### config.mk
export PLATFORM = sky130hd
export DESIGN_NAME = usb_fifo_test_seq
export DESIGN_NICKNAME = d
export VERILOG_FILES = /design/src/rtl/usb_fifo_test_seq.sv
export SDC_FILE = /design/constraint.sdc
export NUM_CORES = 1
export LEC_CHECK = 0
export ABC_AREA = 1
export CORE_ASPECT_RATIO = 0.8
export CORE_MARGIN = 2
export CORE_UTILIZATION = 32
export CTS_CLUSTER_SIZE = 20
export DETAILED_ROUTE_END_ITERATION = 8
export PLACE_DENSITY = 0.5
export SYNTH_ARGS = -nofsm -noshare
export SYNTH_HDL_FRONTEND = slang
export SYNTH_SLANG_ARGS = --single-unit
### constraint.sdc
create_clock -name CLK -period 4.6 [get_ports CLK]
set_input_delay 0.92 -clock CLK [delete_from_list [all_inputs] [get_ports CLK]]
set_output_delay 0.92 -clock CLK [all_outputs]
set_load 0.1 [all_outputs]
### src/rtl/usb_fifo_test_seq.sv
// Pattern traffic generator/checker driving the USBCtrl slave-FIFO write and read burst handshakes.
// One Start runs a write burst, a checked read burst, or a write-then-read loopback.
module usb_fifo_test_seq #(
   parameter int unsigned     DW        = 16,
   parameter int unsigned     CW        = 10,
   parameter int unsigned     TO_W      = 16,
   parameter logic [DW-1:0]   LFSR_TAPS = 16'hB400
) (
   input  logic            CLK,
   input  logic            RST,
   input  logic            Start,
   input  logic [1:0]      Mode,
   input  logic [1:0]      PatSel,
   input  logic [DW-1:0]   Seed,
   input  logic [CW-1:0]   Count,
   input  logic [TO_W-1:0] TimeoutLim,
   output logic            WEnable,
   output logic [CW-1:0]   WCnt,
   output logic [DW-1:0]   Send,
   input  logic            WTake,
   input  logic            WDone,
   output logic            REnable,
   output logic [CW-1:0]   RCnt,
   input  logic [DW-1:0]   Receive,
   input  logic            RReady,
   output logic [DW-1:0]   RcvOut,
   output logic            Busy,
   output logic            Done,
   output logic [CW-1:0]   ErrCnt,
   output logic [CW-1:0]   FirstErrIdx,
   output logic            Timeout,
   output logic            ShortW
);

   typedef enum logic [2:0] {IDLE, W_RUN, W_WAIT, R_RUN, FIN} state_t;

   state_t          state_q, state_d;
   logic            loop_q, loop_d;
   logic [1:0]      pat_q, pat_d;
   logic [DW-1:0]   seed_q, seed_d;
   logic [CW-1:0]   count_q, count_d;
   logic [TO_W-1:0] tolim_q, tolim_d;
   logic [DW-1:0]   gen_q, gen_d;
   logic [CW-1:0]   taken_q, taken_d;
   logic [CW-1:0]   idx_q, idx_d;
   logic [TO_W-1:0] idle_q, idle_d;
   logic            wen_q, wen_d;
   logic            ren_q, ren_d;
   logic [CW-1:0]   wcnt_q, wcnt_d;
   logic [CW-1:0]   rcnt_q, rcnt_d;
   logic [DW-1:0]   rcv_q, rcv_d;
   logic            busy_q, busy_d;
   logic            done_q, done_d;
   logic [CW-1:0]   err_q, err_d;
   logic [CW-1:0]   ferr_q, ferr_d;
   logic            tmo_q, tmo_d;
   logic            shortw_q, shortw_d;

   logic            evt;
   logic            tmo_hit;
   logic            go_fin;
   logic            go_read;
   logic [TO_W-1:0] idle_inc;
   logic [CW-1:0]   taken_nx;
   logic [CW-1:0]   idx_nx;

   function automatic logic [DW-1:0] gen_step(input logic [DW-1:0] g, input logic [1:0] p);
      logic [DW-1:0] r;
      case (p)
         2'd0:    r = g + DW'(1);
         2'd1:    r = g;
         2'd2:    r = (g >> 1) ^ (g[0] ? LFSR_TAPS : '0);
         default: r = {g[DW-2:0], g[DW-1]};
      endcase
      return r;
   endfunction

   // LFSR and walking-one would lock up on an all-zero seed
   function automatic logic [DW-1:0] fix_seed(input logic [DW-1:0] s, input logic [1:0] p);
      return (p[1] && (s == '0)) ? DW'(1) : s;
   endfunction

   always_comb begin
      state_d  = state_q;
      loop_d   = loop_q;
      pat_d    = pat_q;
      seed_d   = seed_q;
      count_d  = count_q;
      tolim_d  = tolim_q;
      gen_d    = gen_q;
      taken_d  = taken_q;
      idx_d    = idx_q;
      idle_d   = '0;
      wen_d    = wen_q;
      ren_d    = ren_q;
      wcnt_d   = wcnt_q;
      rcnt_d   = rcnt_q;
      rcv_d    = rcv_q;
      busy_d   = busy_q;
      done_d   = 1'b0;
      err_d    = err_q;
      ferr_d   = ferr_q;
      tmo_d    = tmo_q;
      shortw_d = shortw_q;
      go_fin   = 1'b0;
      go_read  = 1'b0;

      evt      = WTake | RReady | WDone;
      idle_inc = idle_q + TO_W'(1);
      tmo_hit  = (tolim_q != '0) && !evt && (idle_inc == tolim_q);
      taken_nx = taken_q + CW'(WTake);
      idx_nx   = idx_q + CW'(1);

      case (state_q)
         IDLE, FIN: begin
            if (state_q == FIN) state_d = IDLE;
            if (Start) begin
               loop_d   = (Mode == 2'd2);
               pat_d    = PatSel;
               seed_d   = fix_seed(Seed, PatSel);
               gen_d    = fix_seed(Seed, PatSel);
               count_d  = Count;
               tolim_d  = TimeoutLim;
               err_d    = '0;
               ferr_d   = '0;
               tmo_d    = 1'b0;
               shortw_d = 1'b0;
               taken_d  = '0;
               idx_d    = '0;
               busy_d   = 1'b1;
               if (Count == '0) begin
                  go_fin = 1'b1;
               end else if (Mode == 2'd1) begin
                  state_d = R_RUN;
                  ren_d   = 1'b1;
                  rcnt_d  = Count;
               end else begin
                  state_d = W_RUN;
                  wen_d   = 1'b1;
                  wcnt_d  = Count;
               end
            end
         end
         W_RUN: begin
            idle_d = evt ? '0 : idle_inc;
            if (WTake) begin
               gen_d   = gen_step(gen_q, pat_q);
               taken_d = taken_nx;
            end
            // A take in the same cycle as WDone still counts toward completion
            if (WDone) begin
               shortw_d = shortw_q | (taken_nx != count_q);
               go_read  = loop_q;
               go_fin   = !loop_q;
            end else if (taken_nx == count_q) begin
               state_d = W_WAIT;
               idle_d  = '0;
            end else if (tmo_hit) begin
               tmo_d  = 1'b1;
               go_fin = 1'b1;
            end
         end
         W_WAIT: begin
            idle_d = evt ? '0 : idle_inc;
            if (WDone) begin
               go_read = loop_q;
               go_fin  = !loop_q;
            end else if (tmo_hit) begin
               tmo_d  = 1'b1;
               go_fin = 1'b1;
            end
         end
         R_RUN: begin
            idle_d = evt ? '0 : idle_inc;
            if (RReady) begin
               rcv_d = Receive;
               gen_d = gen_step(gen_q, pat_q);
               idx_d = idx_nx;
               if (Receive != gen_q) begin
                  if (err_q != '1) err_d = err_q + CW'(1);
                  if (err_q == '0) ferr_d = idx_q;
               end
               if (idx_nx == count_q) go_fin = 1'b1;
            end else if (tmo_hit) begin
               tmo_d  = 1'b1;
               go_fin = 1'b1;
            end
         end
         default: state_d = IDLE;
      endcase

      if (go_read) begin
         state_d = R_RUN;
         wen_d   = 1'b0;
         ren_d   = 1'b1;
         rcnt_d  = count_q;
         gen_d   = seed_q;
         idx_d   = '0;
         idle_d  = '0;
      end
      if (go_fin) begin
         state_d = FIN;
         wen_d   = 1'b0;
         ren_d   = 1'b0;
         wcnt_d  = '0;
         rcnt_d  = '0;
         busy_d  = 1'b0;
         done_d  = 1'b1;
      end
   end

   always_ff @(posedge CLK or negedge RST) begin
      if (!RST) begin
         state_q  <= IDLE;
         loop_q   <= 1'b0;
         pat_q    <= '0;
         seed_q   <= '0;
         count_q  <= '0;
         tolim_q  <= '0;
         gen_q    <= '0;
         taken_q  <= '0;
         idx_q    <= '0;
         idle_q   <= '0;
         wen_q    <= 1'b0;
         ren_q    <= 1'b0;
         wcnt_q   <= '0;
         rcnt_q   <= '0;
         rcv_q    <= '0;
         busy_q   <= 1'b0;
         done_q   <= 1'b0;
         err_q    <= '0;
         ferr_q   <= '0;
         tmo_q    <= 1'b0;
         shortw_q <= 1'b0;
      end else begin
         state_q  <= state_d;
         loop_q   <= loop_d;
         pat_q    <= pat_d;
         seed_q   <= seed_d;
         count_q  <= count_d;
         tolim_q  <= tolim_d;
         gen_q    <= gen_d;
         taken_q  <= taken_d;
         idx_q    <= idx_d;
         idle_q   <= idle_d;
         wen_q    <= wen_d;
         ren_q    <= ren_d;
         wcnt_q   <= wcnt_d;
         rcnt_q   <= rcnt_d;
         rcv_q    <= rcv_d;
         busy_q   <= busy_d;
         done_q   <= done_d;
         err_q    <= err_d;
         ferr_q   <= ferr_d;
         tmo_q    <= tmo_d;
         shortw_q <= shortw_d;
      end
   end

   assign WEnable     = wen_q;
   assign WCnt        = wcnt_q;
   assign Send        = gen_q;
   assign REnable     = ren_q;
   assign RCnt        = rcnt_q;
   assign RcvOut      = rcv_q;
   assign Busy        = busy_q;
   assign Done        = done_q;
   assign ErrCnt      = err_q;
   assign FirstErrIdx = ferr_q;
   assign Timeout     = tmo_q;
   assign ShortW      = shortw_q;

endmodule

======== After elaboration in Yosys (flattened, before gate mapping) ========
Index checks and enable logic that the tools add are counted.
Widths: inputs -> output; s select.
word-level totals
  register bits after elaboration ......... 162
  input bits .............................. 68
  output and inout bits ................... 78
  logic and storage cells ................. 186
operators by class
  add/subtract/negate cells ............... 5
  equal/unequal tests ..................... 35
  multiplexer cells ....................... 83
  bitwise gates (word level) .............. 4
  reductions and logical operators ........ 38
operator list
  cell                   count
  $mux 10                21
  $mux 16                10
  $pmux 16 s3            2
  $pmux 10 s2            4
  $mux 1                 33
  $add 16x1->16 const B  2
  $pmux 16 s2            1
  $ne 2x2->1 const B     13
  $mux 3                 7
  $add 10x1->10 const B  2
  $eq 10x10->1           2
  $logic_not 10->1       2
  $eq 16x16->1           1
  $logic_not 16->1       1
  $ne 16x16->1           1
  $reduce_and 4->1       4
  $reduce_bool 16->1     1
  $xor 15x16->16         1
  $ne 3x3->1 const B     5
  $reduce_and 3->1       4
  $reduce_bool 3->1      4
  $add 10x1->10          1
  $ne 10x10->1           1
  $ne 10x10->1 const B   1
  other kinds (22)       41

======== Depth between registers and ports, before layout ========
  depth after elaboration ................. 11
  depth in mapped cells ................... 18
  depth with buffers taken out ............ 18

======== Worst setup path before layout ========
OpenSTA, ideal clock, no wires.
  path type ............................... flip-flop to flip-flop
  from .................................... register gen_q[0] (netlist: Send[0])
  to ...................................... register gen_q[15] (netlist: Send[15])
  library setup time ...................... 0.120 ns
  arrival time ............................ 2.601 ns
  data required time ...................... 4.480 ns
  path slack .............................. 1.879 ns
  cell stages (with the launch flop) ...... 15
  path buffers ............................ 0
  period minus slack after synthesis ...... 2.721 ns
  cell sequence ........................... dfrtp_1 > nand3_1 > nor2_2 > nand4_1 > nor2_1 > nand4_1 > or2_1 > nor2_1 > nand2_1 > nand3_1 > nand2_1 > o21ai_1 > nand2_1 > nand2_1 > nand2_1
between the ends
  longest elaborated chain between the ends .. 6
  elaborated cells between the ends (all ways) .. 8
  those cells by class .................... add/sub: 1; mux: 6; bitwise: 1
ends and longest elaborated chain
  what                                                   RTL line  source
  from (decl)                                            43        logic [DW-1:0] gen_q, gen_d;
  from (signal assigned)                                 242       gen_q <= gen_d;
  branches (longest 2 deep; another with $add 16x1->16)  n/a
  $pmux 16 s3 (*)                                        69        case (p)
  $mux 16 (on tied branches)                             175, 146
  $pmux 16 s3 (*)                                        114       case (state_q)
  $mux 16 (*)                                            192       if (go_read) begin
Mark *: on every way between the ends. The select of a mux whose other input is x is not followed.
A chain may end at the register's enable or synchronous reset.

======== Final worst setup path ========
  from .................................... input port WTake
  to ...................................... register idle_q[7]
between the ends
  longest elaborated chain between the ends .. 7
  elaborated cells between the ends (all ways) .. 9
  those cells by class .................... add/sub: 1; eq/ne: 1; mux: 5; bitwise: 2
ends and longest elaborated chain
  what                                                   RTL line  source
  from (decl)                                            20        input logic WTake,
  branches (longest 5 deep; another with $add 10x1->10)  n/a
  $pmux 16 s2 (*)                                        114
  $mux 16 (*)                                            192
  net idle_d[7]                                          46        logic [TO_W-1:0] idle_q, idle_d;
  to (signal assigned)                                   245       idle_q <= idle_d;
  to (decl)                                              46
Mark *: on every way through the listed nets, which the timed path passes.

==> metrics.md <==
| Metric | Value |
|---|---|
| Run status | `completed` |
| Net count, final | `1,460` |
| Total setup violations reported at the end of the flow | `0` |
| Maximum clock path buffer count | `2` |
| Busiest layer in global routing | `met1` |
| Post-detailed-routing wire length | `approximately 28 mm` |
| Combinational share of power | `0.536` |
| DIE AREA | `a little over 30,000 um2` |
| Switching fraction of total power | `0.5224` |
| Internal cell power | `between 4 and 5 mW` |
| Initial DRC count | `711` |
| Share of the core filled with cells | `0.4132` |
| Most frequent cells in the layout | `353 x sky130_fd_sc_hd__nand2_1, 162 x sky130_fd_sc_hd__dfrtp_1, 152 x sky130_fd_sc_hd__inv_1` |
| Post-synthesis to final-layout area growth | `26.92%` |
| Mapped Nets | `between 1,000 and 1,500` |
| Reg power frac | `0.273` |
| Average wire per standard cell | `approximately 16 um` |
| DR pass1 iterations | `6` |
| Headroom to the max-slew limit | `0.3131` |
| Count of flip-flops with a built-in enable after synthesis | `0` |
| Critical Path Start Type | `input port` |
| Initial standard-cell utilization of the core | `0.3256` |
| Fraction of layout instances using a drive strength above 1 | `0.07301` |
| Count of input and output buffers | `145` |
| Required time at the endpoint of the critical path | `between 4000 and 5000 ps` |
| Worst Hold Path EP | `seed_q[8]` |
| Post-Syn Area | `~9000 um2` |
| Count of antenna diodes in the layout | `0` |
| Flop-to-flop setup slack | `~1500 ps` |
| Worst Hold Depth | `2` |
| Avg Vias per Cell | `around 4.9` |
| Clock insertion delay at the later pin of the skew report | `between 400 and 500 ps` |
| Highest achievable clock rate | `~290 MHz` |
| Root buffer cell | `sky130_fd_sc_hd__clkbuf_16` |
| Height of the die | `between 150 and 200 um` |
| Wire length of the first global-routing pass | `around 46 mm` |
| Antenna violations before repair | `0` |
| Crit Path Max Fanout | `10` |
| Num ports | `approximately 150` |
| Top_reg_cell synth | `sky130_fd_sc_hd__dfrtp_1` |
| Signal arrival time at the worst endpoint | `approximately 3700 ps` |
| Clock share of power | `0.191` |
| Count of antenna-violating nets left after detailed routing | `0` |
| Post-synthesis average cell area | `approximately 7.4 um2` |
| Layout filler cell count | `about 3,000` |
| TritonCTS buffer count | `17` |
| Area of the core | `approximately 28,000 um2` |
| DR vias | `between 8,000 and 9,000` |
| Placed wire-length estimate after detailed placement | `20.87 mm` |
| Fin crit share | `0.7412` |
| Count of mapped cells out of synthesis | `between 1,000 and 1,500` |
| Gr usage total | `0.1886` |
| Library cells used by synthesis | `45` |
| Register bit count reported by yosys | `approximately 160` |
| Remaining global-route overflow | `0` |
| Final critical delay including setup and external delays | `approximately 3400 ps` |
| Overall power | `between 8 and 9 mW` |
| Type of destination of the critical path | `register` |
| Max Slew Vio Count | `0` |
| Met1 global-route usage | `0.2990` |
| Standard-cell rows | `55` |
| TritonCTS clock tree | `built` |
| Reg2Reg Depth | `13` |
| Commonest non-fill, non-tap cell in the layout | `sky130_fd_sc_hd__nand2_1` |
| Net Switching | `4.494 mW` |
| LEAKAGE | `~5.4 nW` |
| Min-delay worst type | `register to register` |
| Number of global-route vias before repair | `about 8,200` |
| Cell area after placement | `11,040 um2` |
| CTS H-tree lvls | `4` |
| Number of non-filler instances in the completed layout | `~1,800` |
| Type of the worst setup path | `input port to register` |
| Clock transition at the register clock pins on the worst setup and hold paths after CTS | `around 60 ps` |
| Power per standard cell area | `between 700 and 800 nW/um2` |
| Fin area | `between 10,000 and 15,000 um2` |
| Critical register-to-register path endpoint | `FirstErrIdx[7]` |
| Post-CTS resize count | `0` |
| Actual transition at the worst max-transition pin | `1027 ps` |
| Grt met3 use | `0.03869` |
| Fraction of the yosys area taken by sequential cells | `0.4392` |
| Max-cap viol count | `0` |
| Source of the worst register-to-register timing path | `state_q[0]` |
| Final Skew | `between 10 and 15 ps` |
| Hold Vio Cnt, Final | `0` |
| Number of warnings reported in the yosys synthesis log | `0` |
| Number of cells in the design after placement | `between 1,500 and 2,000` |
| Largest net degree at the start of global routing | `89` |
| Unrepaired setup endpoints after global routing | `no` |
| Asr flop ratio synth | `1.000` |
| Final estimated routing congestion in global placement | `roughly 0.8` |
| Number of remaining DRC errors | `0` |
| Worst ir drop on vdd | `about 0.56 mV` |
| Met2 routing resource usage after global routing | `0.2611` |
| Setup Total Neg Slack | `0 ps` |
| Setup repair bufs after CTS | `0` |
| TritonCTS sink count | `approximately 160` |
| Post-cts hold buffer count | `0` |
| Chip width | `just under 200 um` |
| Hold path startpoint | `seed_q[8]` |
## per-stage QoR
| stage | hold slack [ps] | setup slack, ps |
|---|---|---|
| finish | 474.8 | 1190 |
| detailed placement | 460.5 | 742.2 |
| global route | 498.3 | 911.1 |
| floorplan | 442.2 | 1879 |
| CTS | 477.2 | 1192 |
| global placement | 456.4 | 855.4 |
## critical path: stages
cell	delay, ps
sky130_fd_sc_hd__clkdlybuf4s50_1	640
sky130_fd_sc_hd__ha_1	270
sky130_fd_sc_hd__ha_1	200
sky130_fd_sc_hd__nand3_1	100
sky130_fd_sc_hd__inv_1	130
sky130_fd_sc_hd__nand2_1	90
sky130_fd_sc_hd__o21ai_0	220
sky130_fd_sc_hd__nand3_1	100
sky130_fd_sc_hd__nand2_1	80
sky130_fd_sc_hd__nand3_1	70
sky130_fd_sc_hd__nor2_1	180
sky130_fd_sc_hd__nand2_1	130
sky130_fd_sc_hd__nand2_1	100
sky130_fd_sc_hd__nand2_1	80
sky130_fd_sc_hd__nand2_2	140
sky130_fd_sc_hd__inv_2	140
sky130_fd_sc_hd__o21ai_1	100
sky130_fd_sc_hd__inv_1	50
## worst max-delay path by stage
| stage | startpoint | end | depth (start not counted) |
|---|---|---|---|
| after floorplan | Send[0] | Send[15] | 14 |
| after global placement | WTake | state_q[1] | 17 |
| after detailed placement | WTake | idle_q[7] | 18 |
| after CTS | WTake | idle_q[7] | 18 |
| after global routing | WTake | state_q[1] | 17 |
| final | WTake | idle_q[7] | 18 |
## registers in the layout, indices dropped and copies added, names as in the netlist
name and count:
ShortW 1, seed_q 16, WCnt 10, RCnt 10, taken_q 10, idx_q 10, ErrCnt 10, REnable 1
loop_q 1, idle_q 16, Send 16, Done 1, tolim_q 16, count_q 10, RcvOut 16, state_q 3
WEnable 1, Busy 1, pat_q 2, Timeout 1, FirstErrIdx 10
## logic make-up (layout without fill, tap and decap cells)
group,Yosys count,in the layout,synth area share
AND/OR/NAND/NOR,647,647,0.3057
multiplexers,5,5,0.006100
XOR/XNOR,19,19,0.01952
buffers and inverters,200,346,0.08499
adder cells (fa/ha/maj),7,7,0.009489
AO/OA/AOI/OAI,211,211,0.1350
flip-flops,162,162,0.4392
## metal layers
metal,share of wire,vias to the layer above
li1,-,4375
met5,0,-
met1,0.55,3967
met2,0.40,225
met3,0.054,10
met4,0.0045,0
## final cells by class
| cell class | instances | area [um2] | share of cell area |
|---|---|---|---|
| Clock buffer | 18 | 439.2 | 0.03749 |
| Clock inverter | 13 | 232.7 | 0.01987 |
| Inverter | 159 | 596.8 | 0.05095 |
| Multi-Input combinational cell | 889 | 4394 | 0.3751 |
| Sequential cell | 162 | 4054 | 0.3460 |
| Tap cell | 370 | 462.9 | 0.03952 |
| Timing Repair Buffer | 156 | 1535 | 0.1310 |
## synthesized netlist by cell type (3+ instances only)
library cell | count | area [um2]
sky130_fd_sc_hd__nand2_2 | 6 | 37.54
sky130_fd_sc_hd__nor2_1 | 98 | 367.9
sky130_fd_sc_hd__nand3b_1 | 4 | 30.03
sky130_fd_sc_hd__nor2_2 | 16 | 100.1
sky130_fd_sc_hd__a21oi_2 | 6 | 52.55
sky130_fd_sc_hd__nor4_1 | 9 | 56.30
sky130_fd_sc_hd__nand3_2 | 3 | 30.03
sky130_fd_sc_hd__a21oi_1 | 35 | 175.2
sky130_fd_sc_hd__dfrtp_1 | 162 | 4054
sky130_fd_sc_hd__o221ai_1 | 12 | 105.1
sky130_fd_sc_hd__o211ai_1 | 15 | 112.6
sky130_fd_sc_hd__nand4_1 | 25 | 156.4
sky130_fd_sc_hd__nand2_1 | 353 | 1325
sky130_fd_sc_hd__o22ai_1 | 22 | 137.6
sky130_fd_sc_hd__mux2_2 | 5 | 56.30
sky130_fd_sc_hd__nor3_1 | 11 | 55.05
sky130_fd_sc_hd__xor2_1 | 16 | 140.1
sky130_fd_sc_hd__ha_1 | 7 | 87.58
sky130_fd_sc_hd__inv_1 | 152 | 570.6
sky130_fd_sc_hd__or2_2 | 5 | 31.28
sky130_fd_sc_hd__inv_2 | 7 | 26.28
sky130_fd_sc_hd__nor2_4 | 5 | 56.30
sky130_fd_sc_hd__clkbuf_1 | 31 | 116.4
sky130_fd_sc_hd__o21ai_1 | 6 | 30.03
sky130_fd_sc_hd__buf_2 | 8 | 40.04
sky130_fd_sc_hd__o21ai_0 | 100 | 500.5
sky130_fd_sc_hd__nand3_1 | 109 | 545.5
## power by group through the flow
stage                     registers [mW]  logic [mW]  clock network [mW]
after floorplan                     3.76        1.98                   0
after global placement              2.37        4.62                   0
after detailed placement            2.37        4.62                   0
after CTS                           2.35        4.64                1.68
after global routing                2.42        5.02                1.74
final                               2.35        4.61                1.64
Note: power is estimated with default switching activity, not from simulation.
